[src/rtl/ram_arbiter_pkg.sv]
// Shared types and default sizing for the two-port RAM arbiter.
// Optional build macro: RAM_ARBITER_FIXED_PRIO_EN (requester 0 always wins).
package ram_arbiter_pkg;

    localparam int ADDR_W_DEF    = 4;
    localparam int DATA_W_DEF    = 8;
    localparam int BURST_LEN_DEF = 4;

    // Wide enough for the largest legal BURST_LEN (15).
    localparam int CNT_W = 4;

    typedef enum logic [1:0] {
        IDLE,
        OWN0,
        OWN1
    } state_t;

endpackage : ram_arbiter_pkg

[src/rtl/ram_arbiter_ram_core.sv]
// Single-port synchronous RAM: one write or one read per enabled cycle,
// read data registered and held until the next read.
module ram_core #(
    parameter int ADDR_W = 4,
    parameter int DATA_W = 8
) (
    input  logic              clk,
    input  logic              en,
    input  logic              we,
    input  logic [ADDR_W-1:0] addr,
    input  logic [DATA_W-1:0] wdata,
    output logic [DATA_W-1:0] rdata
);

    localparam int DEPTH = 1 << ADDR_W;

    logic [DATA_W-1:0] mem [DEPTH];

    // NOTE: no reset on the array or its read register so the store maps onto
    // a plain RAM macro; contents survive rst by design.
    always_ff @(posedge clk) begin
        if (en) begin
            if (we) begin
                mem[addr] <= wdata;
            end else begin
                rdata <= mem[addr];
            end
        end
    end

endmodule : ram_core

[src/rtl/ram_arbiter.sv]
// Two-requester arbiter in front of a single-port RAM: round-robin with burst
// limit, or fixed priority to requester 0 when RAM_ARBITER_FIXED_PRIO_EN is set.
module ram_arbiter
    import ram_arbiter_pkg::*;
#(
    parameter int ADDR_W    = ADDR_W_DEF,
    parameter int DATA_W    = DATA_W_DEF,
    parameter int BURST_LEN = BURST_LEN_DEF
) (
    input  logic              clk,
    input  logic              rst,

    input  logic              req_valid_0,
    output logic              req_ready_0,
    input  logic              req_we_0,
    input  logic [ADDR_W-1:0] req_addr_0,
    input  logic [DATA_W-1:0] req_wdata_0,
    output logic              resp_valid_0,
    output logic [DATA_W-1:0] resp_rdata_0,

    input  logic              req_valid_1,
    output logic              req_ready_1,
    input  logic              req_we_1,
    input  logic [ADDR_W-1:0] req_addr_1,
    input  logic [DATA_W-1:0] req_wdata_1,
    output logic              resp_valid_1,
    output logic [DATA_W-1:0] resp_rdata_1
);

    localparam logic [CNT_W-1:0] BURST_MAX = CNT_W'(BURST_LEN);
    localparam logic [CNT_W-1:0] CNT_ONE   = CNT_W'(1);

    state_t             state, state_nxt;
    logic [CNT_W-1:0]   count, count_nxt;
    logic               last_owner;
    logic               grant_0, grant_1;

    logic               mem_en, mem_we;
    logic [ADDR_W-1:0]  mem_addr;
    logic [DATA_W-1:0]  mem_wdata, mem_rdata;
    logic [DATA_W-1:0]  held_rdata_0, held_rdata_1;

    // ------------------------------------------------------------------
    // Arbitration
    // ------------------------------------------------------------------
    // NOTE: every output of this block gets a default first, so no path can
    // leave a signal unassigned and infer a latch.
    always_comb begin
        grant_0   = 1'b0;
        grant_1   = 1'b0;
        state_nxt = state;
        count_nxt = count;
`ifdef RAM_ARBITER_FIXED_PRIO_EN
        if (req_valid_0) begin
            grant_0   = 1'b1;
            state_nxt = OWN0;
            count_nxt = (state == OWN0 && count < BURST_MAX) ? count + 1'b1 : CNT_ONE;
        end else if (req_valid_1) begin
            grant_1   = 1'b1;
            state_nxt = OWN1;
            count_nxt = (state == OWN1 && count < BURST_MAX) ? count + 1'b1 : CNT_ONE;
        end else begin
            state_nxt = IDLE;
            count_nxt = '0;
        end
`else
        unique case (state)
            IDLE: begin
                // On a tie the requester that did not win last goes first.
                if (req_valid_0 && (!req_valid_1 || last_owner)) begin
                    grant_0   = 1'b1;
                    state_nxt = OWN0;
                    count_nxt = CNT_ONE;
                end else if (req_valid_1) begin
                    grant_1   = 1'b1;
                    state_nxt = OWN1;
                    count_nxt = CNT_ONE;
                end
            end
            OWN0: begin
                if (req_valid_0 && count < BURST_MAX) begin
                    grant_0   = 1'b1;
                    count_nxt = count + 1'b1;
                end else if (req_valid_1) begin
                    grant_1   = 1'b1;
                    state_nxt = OWN1;
                    count_nxt = CNT_ONE;
                end else if (req_valid_0) begin
                    grant_0   = 1'b1;
                    count_nxt = CNT_ONE;
                end else begin
                    state_nxt = IDLE;
                    count_nxt = '0;
                end
            end
            OWN1: begin
                if (req_valid_1 && count < BURST_MAX) begin
                    grant_1   = 1'b1;
                    count_nxt = count + 1'b1;
                end else if (req_valid_0) begin
                    grant_0   = 1'b1;
                    state_nxt = OWN0;
                    count_nxt = CNT_ONE;
                end else if (req_valid_1) begin
                    grant_1   = 1'b1;
                    count_nxt = CNT_ONE;
                end else begin
                    state_nxt = IDLE;
                    count_nxt = '0;
                end
            end
            default: begin
                state_nxt = IDLE;
                count_nxt = '0;
            end
        endcase
`endif
    end

    assign req_ready_0 = grant_0 & ~rst;
    assign req_ready_1 = grant_1 & ~rst;

    // NOTE: sequential state uses non-blocking assignments only, so every
    // register samples pre-edge values regardless of statement order.
    always_ff @(posedge clk or posedge rst) begin
        if (rst) begin
            state      <= IDLE;
            count      <= '0;
            last_owner <= 1'b1;
        end else begin
            state <= state_nxt;
            count <= count_nxt;
            if (grant_0) begin
                last_owner <= 1'b0;
            end else if (grant_1) begin
                last_owner <= 1'b1;
            end
        end
    end

    // ------------------------------------------------------------------
    // Storage access and responses
    // ------------------------------------------------------------------
    assign mem_en    = req_ready_0 | req_ready_1;
    assign mem_we    = req_ready_1 ? req_we_1    : req_we_0;
    assign mem_addr  = req_ready_1 ? req_addr_1  : req_addr_0;
    assign mem_wdata = req_ready_1 ? req_wdata_1 : req_wdata_0;

    ram_core #(
        .ADDR_W (ADDR_W),
        .DATA_W (DATA_W)
    ) u_ram_core (
        .clk   (clk),
        .en    (mem_en),
        .we    (mem_we),
        .addr  (mem_addr),
        .wdata (mem_wdata),
        .rdata (mem_rdata)
    );

    // The RAM read register is shared, so each requester keeps its own copy
    // of its last response to hold resp_rdata between pulses.
    always_ff @(posedge clk or posedge rst) begin
        if (rst) begin
            resp_valid_0 <= 1'b0;
            resp_valid_1 <= 1'b0;
            held_rdata_0 <= '0;
            held_rdata_1 <= '0;
        end else begin
            resp_valid_0 <= req_ready_0 & ~req_we_0;
            resp_valid_1 <= req_ready_1 & ~req_we_1;
            if (resp_valid_0) begin
                held_rdata_0 <= mem_rdata;
            end
            if (resp_valid_1) begin
                held_rdata_1 <= mem_rdata;
            end
        end
    end

    assign resp_rdata_0 = resp_valid_0 ? mem_rdata : held_rdata_0;
    assign resp_rdata_1 = resp_valid_1 ? mem_rdata : held_rdata_1;

endmodule : ram_arbiter

[config.mk]
export PLATFORM = sky130hd
export DESIGN_NAME = ram_arbiter
export DESIGN_NICKNAME = d
export VERILOG_FILES = /design/src/rtl/ram_arbiter_pkg.sv /design/src/rtl/ram_arbiter_ram_core.sv /design/src/rtl/ram_arbiter.sv
export SDC_FILE = /design/constraint.sdc
export NUM_CORES = 1
export LEC_CHECK = 0
export CORE_MARGIN = 4
export CORE_UTILIZATION = 30
export CTS_BUF_LIST = sky130_fd_sc_hd__clkbuf_8
export DETAILED_ROUTE_END_ITERATION = 8
export GPL_TIMING_DRIVEN = 0
export SLEW_MARGIN = 5
export SYNTH_ARGS = -nofsm -noshare
export SYNTH_HDL_FRONTEND = slang
export SYNTH_HIERARCHICAL = 1
export SYNTH_SLANG_ARGS = --single-unit
[constraint.sdc]
create_clock -name clk -period 7.92 [get_ports clk]
set_input_delay 1.584 -clock clk [delete_from_list [all_inputs] [get_ports clk]]
set_output_delay 1.584 -clock clk [all_outputs]
set_load 0.005 [all_outputs]
Word-level counts from Yosys, hierarchy flattened:

Memories as Yosys holds them, arrays and structs flattened. A register that Yosys moved wholly into a read port is not among the register bits.
Index checks and enable logic that the tools add are counted.

* ROM bits: 0
* bits in writable memories: 128
* bits in latches: 0
* register bits after elaboration: 25
* output and inout bits: 20
* memories: 1
* input bits: 30
* logic and storage cells: 75

* add/sub/neg operators: 1
* $mul: 0
* reductions and logical operators: 9
* multiplexer cells: 40
* shift-type cells: 0
* equal/unequal tests: 7
* $lt $le $gt $ge: 1
* div/mod/pow operators: 0
* bitwise operators: 9

Memory list
* u_ram_core.mem: depth 16, width 8, rd ports 1, clocked after Yosys merged registers in 1, write ports 1, RTL line ram_arbiter_ram_core.sv:17 `logic [DATA_W-1:0] mem [DEPTH];`

Operator list (number)
* 2-to-1 mux 8 bit: 3
* 2-to-1 mux 1 bit: 20
* 2-to-1 mux 4 bit: 5
* 2-to-1 mux 2 bit: 8
* one-hot mux 4 bit (3 select lines): 1
* inequality test 3 bit, second input constant: 3
* one-hot mux 1 bit (3 select lines): 2
* one-hot mux 2 bit (3 select lines): 1
* AND reduction 5 bit: 1
* adder 4 x 1 -> 4 bit, second input constant: 1
* bitwise AND 1 bit: 4
* < comparator 4 x 3 -> 1 bit, second input constant: 1
* inequality test 2 bit, second input constant: 2
* inverter 1 bit: 4
* logical AND 1 bit: 3
* equality test 2 x 1 -> 1 bit, second input constant: 1
* equality test 2 bit, second input constant: 1
* logical NOT 2 bit: 1
* AND reduction 2 bit: 1
* nonzero test 2 bit: 1
* logical NOT 1 bit: 1
* logical OR 1 bit: 1
* bitwise OR 1 bit: 1

Longest topological paths before layout:

Gate-level depths: netlist of the first run.

* depth in word-level cells: 10
* gate-level depth with buffers: 11

By module:

The synthesis of the first run kept the hierarchy.

Modules (own cells, without submodules)
* ram_core: area each 5237.5 um^2, seq. area each 4083.9 um^2, times used 1, cells an instance 234
* ram_arbiter: area each 1295.0 um^2, seq. area each 626.9 um^2, times used 1, cells an instance 104

Worst setup path before layout of the first run:

OpenSTA, ideal clock, no wires.

* path kind: in2reg
* start: input req_valid_1
* end: memory u_ram_core.mem[0][0] (enable)
* library setup time: 0.383 ns
* required time: 7.537 ns
* path slack: 3.700 ns
* stages: 8
* arrival: 3.836 ns
* cells stage by stage: a21bo_1 a311oi_2 o21ai_2 mux2_2 buf_6 buf_2 or3_1 nor3_1

* elaborated cells on any way between the ends: 23
* those cells by class: mux: 16; bitwise: 3; reduce/logical: 4

RTL lines
* start: declaration: RTL line ram_arbiter.sv:21 `input logic req_valid_1,`
* logical NOT 1 bit: RTL line ram_arbiter.sv:70 `if (req_valid_0 && (!req_valid_1 || last_owner)) begin`
* logical OR 1 bit: RTL line ram_arbiter.sv:70
* logical AND 1 bit: RTL line ram_arbiter.sv:70
* 2-to-1 mux 1 bit: RTL line ram_arbiter.sv:70
* one-hot mux 1 bit (3 select lines) *: RTL line ram_arbiter.sv:67 `unique case (state)`
* bitwise AND 1 bit *: RTL line ram_arbiter.sv:121 `assign req_ready_1 = grant_1 & ~rst;`
* 2-to-1 mux 4 bit *: RTL line ram_arbiter.sv:146 `assign mem_addr = req_ready_1 ? req_addr_1 : req_addr_0;`
* via mem_addr[0]: RTL line ram_arbiter.sv:39 `logic [ADDR_W-1:0] mem_addr;`
* end: declaration: RTL line ram_arbiter_ram_core.sv:17

Mark *: on every way through the listed nets, which the timed path passes. The rest lies on a longest branch.

Worst setup path in the final report of the first run:

* start: input req_valid_1
* end: output req_ready_1

* cells in the longest elaborated chain, start to end: 6
* elaborated cells on any way between the ends: 11
* those cells by class: mux: 6; bitwise: 1; reduce/logical: 4

Ends and longest elaborated chain
* logical NOT 1 bit: RTL line ram_arbiter.sv:70
* logical OR 1 bit: RTL line ram_arbiter.sv:70
* logical AND 1 bit: RTL line ram_arbiter.sv:70
* 2-to-1 mux 1 bit: RTL line ram_arbiter.sv:70
* one-hot mux 1 bit (3 select lines) *: RTL line ram_arbiter.sv:67
* bitwise AND 1 bit *: RTL line ram_arbiter.sv:121
* end: declaration: RTL line ram_arbiter.sv:22 `output logic req_ready_1,`

Mark *: on every way between the ends. The rest lies on a longest branch, timed or not.

==> impl_metrics.ini, run 1 <==
[status]
status = finished clean

[placement]
io_buffers = 48
place_congestion = 0.7584
dpl.cell_count = 661
dp_slack_ps = 2236
place_area_um2 = 7357
dpl.hpwl_um = 8504

[worst_setup_path]
rrSetupSlack_ps = 4000
required_ps = 6340
crit_arrival_ps = 3740
max_stage_delay_ps = 600
cp-startpoint = req_valid_1
crit_fanout = 10
reg2reg_from = count[2]$_DFFE_PP0N_
crit_path_frequent_cell = clkdlybuf4s50_1
crit_chain = clkdlybuf4s50_1, a21bo_1, a311oi_2, o21ai_2, buf_6, inv_1, clkdlybuf4s50_1
path_class = in -> out
worstRegToRegCells = 8
slowest_stage = clkdlybuf4s50_1
startpoint_type = primary input
reg2reg_to = u_ram_core/mem[2][1]$_DFFE_PP_
cp-endpoint = req_ready_1
end_kind = output pin

[global_route]
grt_max_degree = 26
busiest_layer = met2
met2_usage = 0.1689
grt_use_total = 0.1109
grt_overflow = 0
grt_util_met3 = 0.03911
antenna_found_initial = 0
use_met1 = 0.1513
first_global_vias = 3470
grt_pass1_wl_um = 19910

[finish]
area_growth_syn_to_layout_pct = 17.60
final_net_count = 436
postLayoutCellArea_um2 = 7682
final_core_util = 0.3620
layout-drive-gt1-share = 0.2010
fillerInstances = 1986
diodes = 0
layoutNonFillerInstCount = 693

[synth]
ys.flop_type = edfxtp_1
ys_top_cells_by_count = edfxtp_1 (136), dfrtp_1 (24), mux2_2 (21)
synthMuxAreaShare = 0.1756
synth_edf_count = 136
synthAdderAreaFrac = 0.001915
synth-compound-area-share = 0.03869
yosys.area.top_type_share = 0.6252
synth_seq_cells = 161
yosysWarnings = 6
yosysUniqueCellTypes = 40
yosys.area_share.simple = 0.03946
synth-xor-area-share = 0
synth_area_leaders = edfxtp_1 (63%), dfrtp_1 (9.2%), mux4_1 (6.4%)
synth_area_um2 = 6533
ys_seq_area_frac = 0.7211
async_flop_share = 0.1553
synth_top_family_by_area = multiplexers
synth_fp_nets = 369
synthMostInstantiatedCell = edfxtp_1
syn_avg_cell_area_um2 = 19.33
synth_top_cell_by_area = edfxtp_1
netlist_instances = 338

[floorplan]
die_h_um = 155.6
initial_core_util = 0.3078
core-area_um2 = 21220
io_pins = 50
die_w_um = 155.6
rows = 53
die_area_um2 = 24200

[cts]
cts_resized = 0
clockBufferDepth = 2
clock-sinks = 161
htree_num_levels = 4
cts_tree = built
cts_setup_buffers = 0
root_buffer = clkbuf_8
clk_pin_slew_ps = 70
hold_buffers = 0
clkLatencyLatePin_ps = 450
numCtsBuffers = 17

[routing]
route.detailed.drc = 0
first_pass_iters = 5
first_iter_violations = 341
routed_wl_um = 12850
vias = 3310
wire_per_inst_um = 18.54
final_antenna_net_count = 0
vias_per_cell = 4.776

[sta]
setup_tns_ps = 0
period_needed_ps = 5326
finalCritPeriodShare = 0.6725
max_slew_margin = 0.1683
setup_slack_ps = 2594
finalHoldViolCount = 0
rsz0062_at_grt = no
maxSlewViolCount = 0
setup_viol_count_final = 0
hold_ws_ps = 503.4
tightest_slew_ps = 1238
clock_skew_ps = 12.55
fmax_mhz = 187.7

[pwr]
power.leakage_nw = 2.658
ir_worst_vdd_v = 0.00006961
pwr_density_cell_nw_per_um2 = 228.5
power_mw = 1.756

[flow_run]
cap_violations = 0

[worst_hold_path]
hp-class = reg -> reg
[flip-flops by register name, indices dropped and copies added (netlist names)]
| register | flops |
|---|---|
| u_ram_core/mem | 128 |
| held_rdata_1 | 8 |
| count | 4 |
| state | 2 |
| u_ram_core/rdata | 8 |
| resp_valid_1 | 1 |
| held_rdata_0 | 8 |
| resp_valid_0 | 1 |
| last_owner | 1 |
[cells by family after synthesis]
| family | Yosys count |
|---|---|
| adder cells (fa/ha/maj) | 1 |
| buffers and inverters | 26 |
| AND/OR/NAND/NOR | 55 |
| flip-flops | 161 |
| AO/OA/AOI/OAI | 33 |
| multiplexers | 62 |
[layout by cell type, fill, tap and decap left out, types with 2 or more instances in the layout]
master	count
edfxtp_1	136
clkdlybuf4s50_1	48
dfrtp_1	24
mux2_2	21
nor2_1	19
clkbuf_8	18
a22oi_1	17
mux4_1	16
mux4_2	16
inv_1	15
nand2_1	14
mux2_4	8
clkbuf_1	6
buf_6	5
nor3_1	5
buf_2	4
and2_1	4
nor2b_1	4
clkinv_2	4
o21ai_0	3
buf_1	3
clkinv_4	2
nand2b_1	2
nand4b_1	2
nor3_2	2
[layer usage]
metal | vias to the layer above | part of all wire
met3 | 14 | 0.088
met1 | 1683 | 0.44
met4 | 0 | 0.0087
met2 | 114 | 0.46
li1 | 1499 | -
met5 | - | 0
[critical path: cells and delay by family]
| family | cells | cell delay [ps] |
|---|---|---|
| compound gates | 3 | 780 |
| buf+inv | 4 | 1370 |
[how the worst min path moves through the flow]
stage	start	endpoint	slack (ps)	cells after the start
detailed placement	held_rdata_0[4]$_DFF_PP0_	held_rdata_0[4]$_DFF_PP0_	490	1
global route	held_rdata_1[3]$_DFF_PP0_	held_rdata_1[3]$_DFF_PP0_	510	1
finish	held_rdata_1[5]$_DFF_PP0_	held_rdata_1[5]$_DFF_PP0_	500	1
global placement	count[0]$_DFFE_PP0N_	count[0]$_DFFE_PP0N_	480	1
CTS	count[0]$_DFFE_PP0N_	count[0]$_DFFE_PP0N_	500	1
floorplan	count[0]$_DFFE_PP0N_	count[0]$_DFFE_PP0N_	450	1
[report_power, final]
| group | internal (mW) | total (mW) | switching [mW] | leakage (nW) |
|---|---|---|---|---|
| clock network | 0.214 | 0.486 | 0.272 | 0.196 |
| logic | 0.148 | 0.280 | 0.132 | 0.929 |
| registers | 0.976 | 0.990 | 0.0141 | 1.53 |
| total | 1.34 | 1.76 | 0.418 | 2.66 |
[area by class of cell]
| type | count | area (um^2) | area share |
|---|---|---|---|
| buffer | 19 | 125.1 | 0.01629 |
| tap | 275 | 344.1 | 0.04479 |
| inverter | 7 | 26.28 | 0.003420 |
| multi-input combinational | 151 | 1680 | 0.2187 |
| clock inverter | 14 | 67.56 | 0.008795 |
| clock buffer | 18 | 247.7 | 0.03225 |
| sequential | 161 | 4711 | 0.6132 |
| timing repair buffer | 48 | 480.5 | 0.06254 |
No activity file was read; power rests on OpenSTA's default activity.
==> run 2, diff against run 1 <==
==> constraint.sdc (replaced) <==
create_clock -name clk -period 4.6 [get_ports clk]
set_input_delay 0.92 -clock clk [delete_from_list [all_inputs] [get_ports clk]]
set_output_delay 0.92 -clock clk [all_outputs]
set_load 0.005 [all_outputs]
==> run 2 against run 1 <==
Worst setup slack got worse by 2200 ps. Final area rose by 0.13%. Non-clock buffer count did not move. First-iteration DRC count fell by 20%. Core utilization barely moved. Global-route usage did not move.
==> impl_metrics.ini, run 2 (same netlist as run 1, synthesis figures left out) <==
[status]
status = finished clean

[pwr]
pwr_density_cell_nw_per_um2 = 393.4
ir_worst_vdd_v = 0.0001201
power.leakage_nw = 2.661
power_mw = 3.026

[cts]
cts_tree = built
root_buffer = clkbuf_8
clock-sinks = 161
numCtsBuffers = 17
cts_setup_buffers = 0
hold_buffers = 0
clk_pin_slew_ps = 70
clockBufferDepth = 2
clkLatencyLatePin_ps = 450
htree_num_levels = 4

[sta]
clock_skew_ps = 15.29
finalCritPeriodShare = 0.9238
rsz0062_at_grt = no
setup_viol_count_final = 0
maxSlewViolCount = 0
finalHoldViolCount = 0
max_slew_margin = 0.3738
fmax_mhz = 235.3
period_needed_ps = 4250
tightest_slew_ps = 938.2
hold_ws_ps = 503.4

[routing]
first_pass_iters = 4
routed_wl_um = 12960
vias_per_cell = 4.768
route.detailed.drc = 0
final_antenna_net_count = 0
wire_per_inst_um = 18.70
first_iter_violations = 274
vias = 3304

[finish]
top_register = u_ram_core/mem
layoutNonFillerInstCount = 693
area_growth_syn_to_layout_pct = 17.76
final_cell_mix = edfxtp_1 (136), clkdlybuf4s50_1 (48), dfrtp_1 (24)
layout-drive-gt1-share = 0.2057
fillerInstances = 1988
diodes = 0
final_net_count = 436
final_common_cell = edfxtp_1
largest_reg_flops = 128

[worst_setup_path]
startpoint_type = primary input
crit_arrival_ps = 4320
required_ps = 4670
crit_fanout = 10
end_kind = flip-flop
reg2reg_to = u_ram_core/mem[13][7]$_DFFE_PP_
reg2reg_from = count[2]$_DFFE_PP0N_
rrSetupSlack_ps = 930
worstRegToRegCells = 8
path_class = in -> reg

[placement]
dpl.cell_count = 661
place_congestion = 0.7584
dpl.hpwl_um = 8504
io_buffers = 48

[worst_hold_path]
hold_end = held_rdata_1[5]$_DFF_PP0_
hp-start = held_rdata_1[5]$_DFF_PP0_
hp-class = reg -> reg
hold_path_depth = 1

[floorplan]
die_h_um = 155.6
rows = 53
io_pins = 50
die_area_um2 = 24200
core-area_um2 = 21220
initial_core_util = 0.3078
die_w_um = 155.6

[global_route]
grt_overflow = 0
first_global_vias = 3470
grt_use_total = 0.1109
antenna_found_initial = 0
grt_pass1_wl_um = 19910
grt_max_degree = 26

[flow_run]
cap_violations = 0
[run 2: routing by layer]
layer  GRT usage  share of wire  up-vias
li1            -              -     1498
met1      0.1513           0.46     1699
met2      0.1689           0.46       98
met3     0.03911          0.075        9
met4     0.03168         0.0079        0
met5           0              0        -
[run 2: through the flow]
stage          setup TNS [ps]  area, um^2  worst slack, ps    util
2_1_floorplan               0        6533             1044       -
3_3_place_gp            -8781        7357           -342.2  0.3467
3_5_place_dp           -16270        7357           -420.5  0.3467
4_1_cts                     0        7672            57.89  0.3616
5_1_grt                     0        7692            131.7  0.3625
6_report                    0        7692            350.5  0.3625
[run 2: layout make-up]
type,instances,area [um^2],area share
timing repair buffer,48,480.5,0.06246
multi-input combinational,151,1690,0.2197
clock buffer,18,247.7,0.03221
clock inverter,14,67.56,0.008783
buffer,19,125.1,0.01627
tap,275,344.1,0.04473
inverter,7,26.28,0.003416
sequential,161,4711,0.6124
[run 2: repair_timing]
action | 4_1_cts | 5_1_grt
endpoints found under the setup margin | 0 | 16
gates resized for setup | 0 | 2
hold endpoints to repair | 0 | 0
[run 2: worst max-delay path by stage]
stage | start | endpoint
5_1_grt | req_valid_1 | u_ram_core/mem[11][1]$_DFFE_PP_
4_1_cts | req_valid_1 | u_ram_core/mem[2][7]$_DFFE_PP_
3_5_place_dp | req_valid_1 | u_ram_core/mem[3][0]$_DFFE_PP_
2_1_floorplan | req_valid_1 | u_ram_core/mem[0][0]$_DFFE_PP_
6_report | req_valid_1 | u_ram_core/mem[6][7]$_DFFE_PP_
3_3_place_gp | req_valid_1 | u_ram_core/mem[3][0]$_DFFE_PP_
[run 2: report_power, final]
| part | internal [mW] | switching (mW) | total, mW | leakage [nW] |
|---|---|---|---|---|
| logic | 0.255 | 0.229 | 0.484 | 0.932 |
| registers | 1.68 | 0.0244 | 1.70 | 1.53 |
| clock network | 0.368 | 0.469 | 0.838 | 0.196 |
| total | 2.30 | 0.723 | 3.03 | 2.66 |
[run 2: critical path: stages]
cell and delay (ps):
clkdlybuf4s50_1 600, a21bo_1 280, a311oi_2 290, o21ai_2 210, mux2_2 270, buf_2 190
buf_1 470, nand4b_1 320, nor2_1 770
